`src/rtl/audio_mix_feeder.sv`:
```
// Stereo-to-mono mixer with volume scaling, feeding a frame-paced sample FIFO for a PWM stage.
// Build option: define AUDIO_UNDERRUN_MUTE_EN to emit midscale on underrun (default holds last sample).
module audio_mix_feeder #(
    parameter int unsigned FIFO_DEPTH = 8,
    parameter int unsigned FRAME_LEN  = 512
) (
    input  logic        clk,
    input  logic        rst_n,
    input  logic        in_valid,
    output logic        in_ready,
    input  logic [15:0] in_left,
    input  logic [15:0] in_right,
    input  logic [3:0]  volume,
    output logic [15:0] sample_out,
    output logic        frame_tick,
    output logic        underrun
);
    localparam int unsigned PTR_W = $clog2(FIFO_DEPTH);
    localparam int unsigned CNT_W = PTR_W + 1;
    localparam int unsigned OCC_W = CNT_W + 1;
    localparam int unsigned FRM_W = $clog2(FRAME_LEN);
    localparam logic [15:0] MIDSCALE = 16'h8000;

    // Pipeline state
    logic               accept;
    logic [16:0]        sum;
    logic [15:0]        mix_d;
    logic               s1_valid_q;
    logic [15:0]        s1_mix_q;
    logic [5:0]         gain;
    logic signed [19:0] product;
    logic [15:0]        scaled;
    logic               s2_valid_q;
    logic [15:0]        s2_data_q;

    // FIFO state
    logic [15:0]        mem_q [FIFO_DEPTH];
    logic [PTR_W-1:0]   wr_ptr_q;
    logic [PTR_W-1:0]   rd_ptr_q;
    logic [CNT_W-1:0]   count_q;
    logic [OCC_W-1:0]   occupancy;
    logic               push;
    logic               pop;
    logic               fifo_empty;

    // Frame timing
    logic [FRM_W-1:0]   frm_q;
    logic               frame_end;

    // Samples still in the pipeline count against capacity so a stage-2 write always has room.
    assign occupancy = OCC_W'(count_q) + OCC_W'(s1_valid_q) + OCC_W'(s2_valid_q);
    assign in_ready  = occupancy < OCC_W'(FIFO_DEPTH);
    assign accept    = in_valid && in_ready;

    always_comb begin
        sum     = {in_left[15], in_left} + {in_right[15], in_right};
        mix_d   = 16'(sum >> 1);
        gain    = {2'b00, volume} + 6'd1;
        product = $signed({{4{s1_mix_q[15]}}, s1_mix_q}) * $signed({14'd0, gain});
        scaled  = 16'(product >> 4);
    end

    always_ff @(posedge clk) begin
        if (!rst_n) begin
            s1_valid_q <= 1'b0;
            s1_mix_q   <= '0;
            s2_valid_q <= 1'b0;
            s2_data_q  <= '0;
        end else begin
            s1_valid_q <= accept;
            if (accept) begin
                s1_mix_q <= mix_d;
            end
            s2_valid_q <= s1_valid_q;
            if (s1_valid_q) begin
                s2_data_q <= {~scaled[15], scaled[14:0]};
            end
        end
    end

    assign fifo_empty = (count_q == '0);
    assign frame_end  = (frm_q == FRM_W'(FRAME_LEN - 1));
    assign push       = s2_valid_q;
    // Empty test uses registered count, so a same-cycle stage-2 write waits for the next frame.
    assign pop        = frame_end && !fifo_empty;

    always_ff @(posedge clk) begin
        if (push) begin
            mem_q[wr_ptr_q] <= s2_data_q;
        end
    end

    always_ff @(posedge clk) begin
        if (!rst_n) begin
            wr_ptr_q <= '0;
            rd_ptr_q <= '0;
            count_q  <= '0;
        end else begin
            if (push) begin
                wr_ptr_q <= wr_ptr_q + PTR_W'(1);
            end
            if (pop) begin
                rd_ptr_q <= rd_ptr_q + PTR_W'(1);
            end
            unique case ({push, pop})
                2'b10:   count_q <= count_q + CNT_W'(1);
                2'b01:   count_q <= count_q - CNT_W'(1);
                default: count_q <= count_q;
            endcase
        end
    end

    always_ff @(posedge clk) begin
        if (!rst_n) begin
            frm_q      <= '0;
            sample_out <= MIDSCALE;
            frame_tick <= 1'b0;
            underrun   <= 1'b0;
        end else begin
            frm_q      <= frame_end ? '0 : frm_q + FRM_W'(1);
            frame_tick <= frame_end;
            underrun   <= frame_end && fifo_empty;
            if (pop) begin
                sample_out <= mem_q[rd_ptr_q];
`ifdef AUDIO_UNDERRUN_MUTE_EN
            end else if (frame_end) begin
                sample_out <= MIDSCALE;
`endif
            end
        end
    end

    assert property (@(posedge clk) disable iff (!rst_n) occupancy <= OCC_W'(FIFO_DEPTH));
    assert property (@(posedge clk) disable iff (!rst_n) underrun |-> frame_tick);
    assert property (@(posedge clk) disable iff (!rst_n) push |-> (count_q < CNT_W'(FIFO_DEPTH)));

endmodule

```
`config.mk`:
```
export PLATFORM = sky130hd
export DESIGN_NAME = audio_mix_feeder
export DESIGN_NICKNAME = d
export VERILOG_FILES = /design/src/rtl/audio_mix_feeder.sv
export SDC_FILE = /design/constraint.sdc
export NUM_CORES = 1
export LEC_CHECK = 0
export CAP_MARGIN = 40
export CORE_AREA = 2 2 159 146
export CTS_CLUSTER_SIZE = 28
export DETAILED_ROUTE_END_ITERATION = 16
export DIE_AREA = 0 0 161 148
export HOLD_SLACK_MARGIN = 0.1
export PLACE_DENSITY = 0.75
export SLEW_MARGIN = 10
export SYNTH_ARGS = -nofsm -noshare
export SYNTH_HDL_FRONTEND = slang
export SYNTH_SLANG_ARGS = --single-unit
```
`constraint.sdc`:
```
create_clock -name clk -period 6.7 [get_ports clk]
set_input_delay 0.67 -clock clk [delete_from_list [all_inputs] [get_ports clk]]
set_output_delay 0.67 -clock clk [all_outputs]
set_load 0.01 [all_outputs]
```
==> summary.txt <==
Clock slew at reported path FFs: 0.07 ns
Clock period minus worst slack: 5.320 ns
Total number of vias: 6628
Layout cells sized above 1: 9.866%
Most frequent cells after synthesis: edfxtp_1, inv_1, dfxtp_1, nand2_1, ha_1
Post-Syn Nets: 1047
Crit path launch type: input port
Layout Area Growth over Synthesis: 14.47%
Hold-critical path endpoint: frm_q[0]
Outcome: finished, final reports clean
Skew final: 0.01259 ns
Worst Setup End Kind: register
Warnings from Yosys: 0
Mapped Cells: 903
Clock buffer depth: 2
Clk sink count: 199
Vias/cell: 5.219
EDFF count, synth: 128
Number of antenna violations at the first check in global routing: 0
CTS root buffer: clkbuf_16
Largest net degree at the start of global routing: 68
First-pass GRT wire length: 32550 um
RSZ-0062 raised after global routing: false
Leak pwr: 4.940 nW
Grt ovf: 0
Avg Cell Area, Syn: 12.12 sq um
Synth area leaders: edfxtp_1, dfxtp_1, fa_1
Pre-CTS setup slack: 0.8838 ns
Htree depth: 4
Worst hold stages: 1
Setup ws final: 1.380 ns
WL per Instance: 15.45 um
WP data arrival: 5.64 ns
Sequential fraction of the synthesis area: 48.12%
Final Hold Viols: 0
Reg2Reg Setup Slack: 2.57 ns
Crit-path max cell delay: 0.59 ns
Post-synth cell types: 53
Most common flop cell mapped by yosys: edfxtp_1
TritonRoute pass-1 iters: 8
CTS tree: built
Total wire length: 19620 um
Global Route Usage Sum: 17.40%
Slew HR: 44.00%
Async SR Flop Fraction: 0%
Setup_tns: 0 ns
Hold Slack: 0.4532 ns
Cell Area, Synth: 10940 sq um
Most numerous cell in the Yosys netlist: edfxtp_1
Share of the synthesized area in the top cell type: 35.13%
Worst-skew pair later-pin latency: 0.44 ns
Die ar.: 23830 sq um
FP Rows: 52
Top Metal Used: met4
Peak VDD IR: 0.1949 mV
Crit-path max FO: 17
Nets@finish: 1104
MaxCap Viol Count: 0
Die W: 161 um
1st-iter DRT viols: 347
Initial Util: 49.46%
Power Density: 218.6 nW/um^2
Port bufs: 57
Antenna Nets Post-Route: 0
Num CTS Buffers: 17
Hold Startpoint: frm_q[0]
Die height: 148 um
Area leader, netlist: edfxtp_1
Cells along the critical path: clkdlybuf4s50_1 -> buf_4 -> nand3_1 -> xor2_1 -> buf_4 -> nor2b_1 -> ha_1 -> fa_1 -> inv_1 -> fa_1 -> inv_1 -> ha_1 -> nor4_1 -> inv_1 -> o211ai_1 -> a211oi_1 -> a2111oi_2 -> a2111o_1 -> o211ai_1
WL met2: 9693 um
Least-Margin Pin Slew: 0.8400 ns
Final setup fails: 0
PostCTS Resize Cnt: 0
Diode count: 0
Ports: 58
Fmax achieved: 188.0 MHz
#FFs+latches synth: 199
CTS Hold Bufs: 0
Post-CTS Setup Inserts: 0
Critical path class: input port to register
Hold Path Class: register to register
WL met1: 9007 um
DRC Markers: 0
Core Footprint: 22120 sq um
Most frequent CP cell: inv_1
Vias in the first global route: 6564
Placer Congestion: 0.8188
FF-to-FF path depth: 13
FF-to-FF Start: s1_mix_q[4]
Dpl hpwl: 13990 um
WP data required: 7.02 ns
Slowest cell on the critical path: xor2_1
WL met3: 710 um
Slew Limit Fails: 0
R2r endpoint: s2_data_q[15]
Final Cycle Share: 79.41%
==> metal layers <==
layer | global-route usage [%] | vias up
li1 | - | 3299
met1 | 22.76 | 3182
met2 | 30.19 | 134
met3 | 2.694 | 13
met4 | 5.179 | 0
met5 | 0 | -
==> worst max-delay path: cells and delay by family <==
kind                       cells  cell delay, ns
buffers and inverters          6            1.17
xor gates and xnor gates       1            0.59
adders and majority gates      4            1.62
and+or+nand+nor                3            0.40
AOI/OAI and AO/OA              5            1.18
==> power breakdown <==
part	leakage, nW	switching, mW	total [mW]	internal [mW]
logic	2.90	0.218	0.403	0.185
registers	1.78	0.0426	1.38	1.34
clock network	0.259	0.466	0.953	0.486
==> per-stage QoR <==
| stage | utilization [%] | power (mW) | instances | cell area [sq um] |
|---|---|---|---|---|
| after floorplan | - | 1.703 | 903 | 10940 |
| after global placement | 53.48 | 1.799 | 1229 | 11830 |
| after detailed placement | 54.14 | 1.814 | 1238 | 11980 |
| after CTS | 56.61 | 2.762 | 1270 | 12520 |
| after global routing | 56.61 | 2.862 | 1270 | 12520 |
| final | 56.61 | 2.738 | 1270 | 12520 |
==> layout make-up <==
type                            count  area [sq um]
Clock buffer                       18         429.2
Clock inverter                     14         117.6
Fill cell                        1853          9598
Inverter                           87         326.6
Multi-Input combinational cell    583          5255
Sequential cell                   199          5268
Tap cell                          297         371.6
Timing Repair Buffer               72         755.7
==> placed cells by master (no fill, tap or decap), types with 6 or more instances in the layout <==
| cell | netlist | layout |
|---|---|---|
| o21ai_0 | 26 | 26 |
| nor2_2 | 0 | 6 |
| nor2_1 | 34 | 28 |
| and3_1 | 6 | 6 |
| dfxtp_1 | 71 | 69 |
| and2_1 | 55 | 55 |
| o21ai_1 | 6 | 6 |
| fa_1 | 48 | 48 |
| xor2_1 | 16 | 16 |
| clkdlybuf4s50_1 | 0 | 56 |
| nand2b_1 | 11 | 11 |
| mux4_2 | 32 | 32 |
| o211a_1 | 19 | 19 |
| a21boi_0 | 8 | 8 |
| o211ai_1 | 8 | 8 |
| mux2i_1 | 22 | 22 |
| a21o_1 | 6 | 6 |
| edfxtp_1 | 128 | 128 |
| nor2b_1 | 35 | 35 |
| buf_4 | 0 | 7 |
| xnor2_1 | 18 | 18 |
| inv_1 | 87 | 87 |
| clkbuf_16 | 0 | 17 |
| nor3_1 | 11 | 9 |
| o21a_1 | 6 | 6 |
| nand3_1 | 22 | 22 |
| nand2_1 | 66 | 66 |
| a21oi_1 | 25 | 25 |
| ha_1 | 57 | 57 |
==> sequential cells by signal, summed over array words and instances (netlist names), 3 cells and up <==
register	count
rd_ptr_q	3
s1_mix_q	16
mem_q	128
s2_data_q	16
sample_out	16
wr_ptr_q	3
frm_q	9
count_q	4
==> how the worst max path moves through the flow <==
stage | startpoint | to | slack (ns)
after floorplan | volume[0] | s2_data_q[14] | 1.79
after global placement | volume[1] | s2_data_q[14] | 0.80
after detailed placement | volume[0] | s2_data_q[15] | 0.88
after CTS | volume[0] | s2_data_q[15] | 1.35
after global routing | volume[0] | s2_data_q[15] | 1.07
final | volume[0] | s2_data_q[15] | 1.38
==> logic make-up after synthesis <==
group	Yosys count	share of synthesized area, %
flops	199	48.12
mux	54	8.600
xor+xnor	34	2.722
fa+ha+maj	105	15.30
simple gates	264	12.74
buf+inv	121	4.186
compound gates	126	8.326
Power figures use the tool's default switching activity.
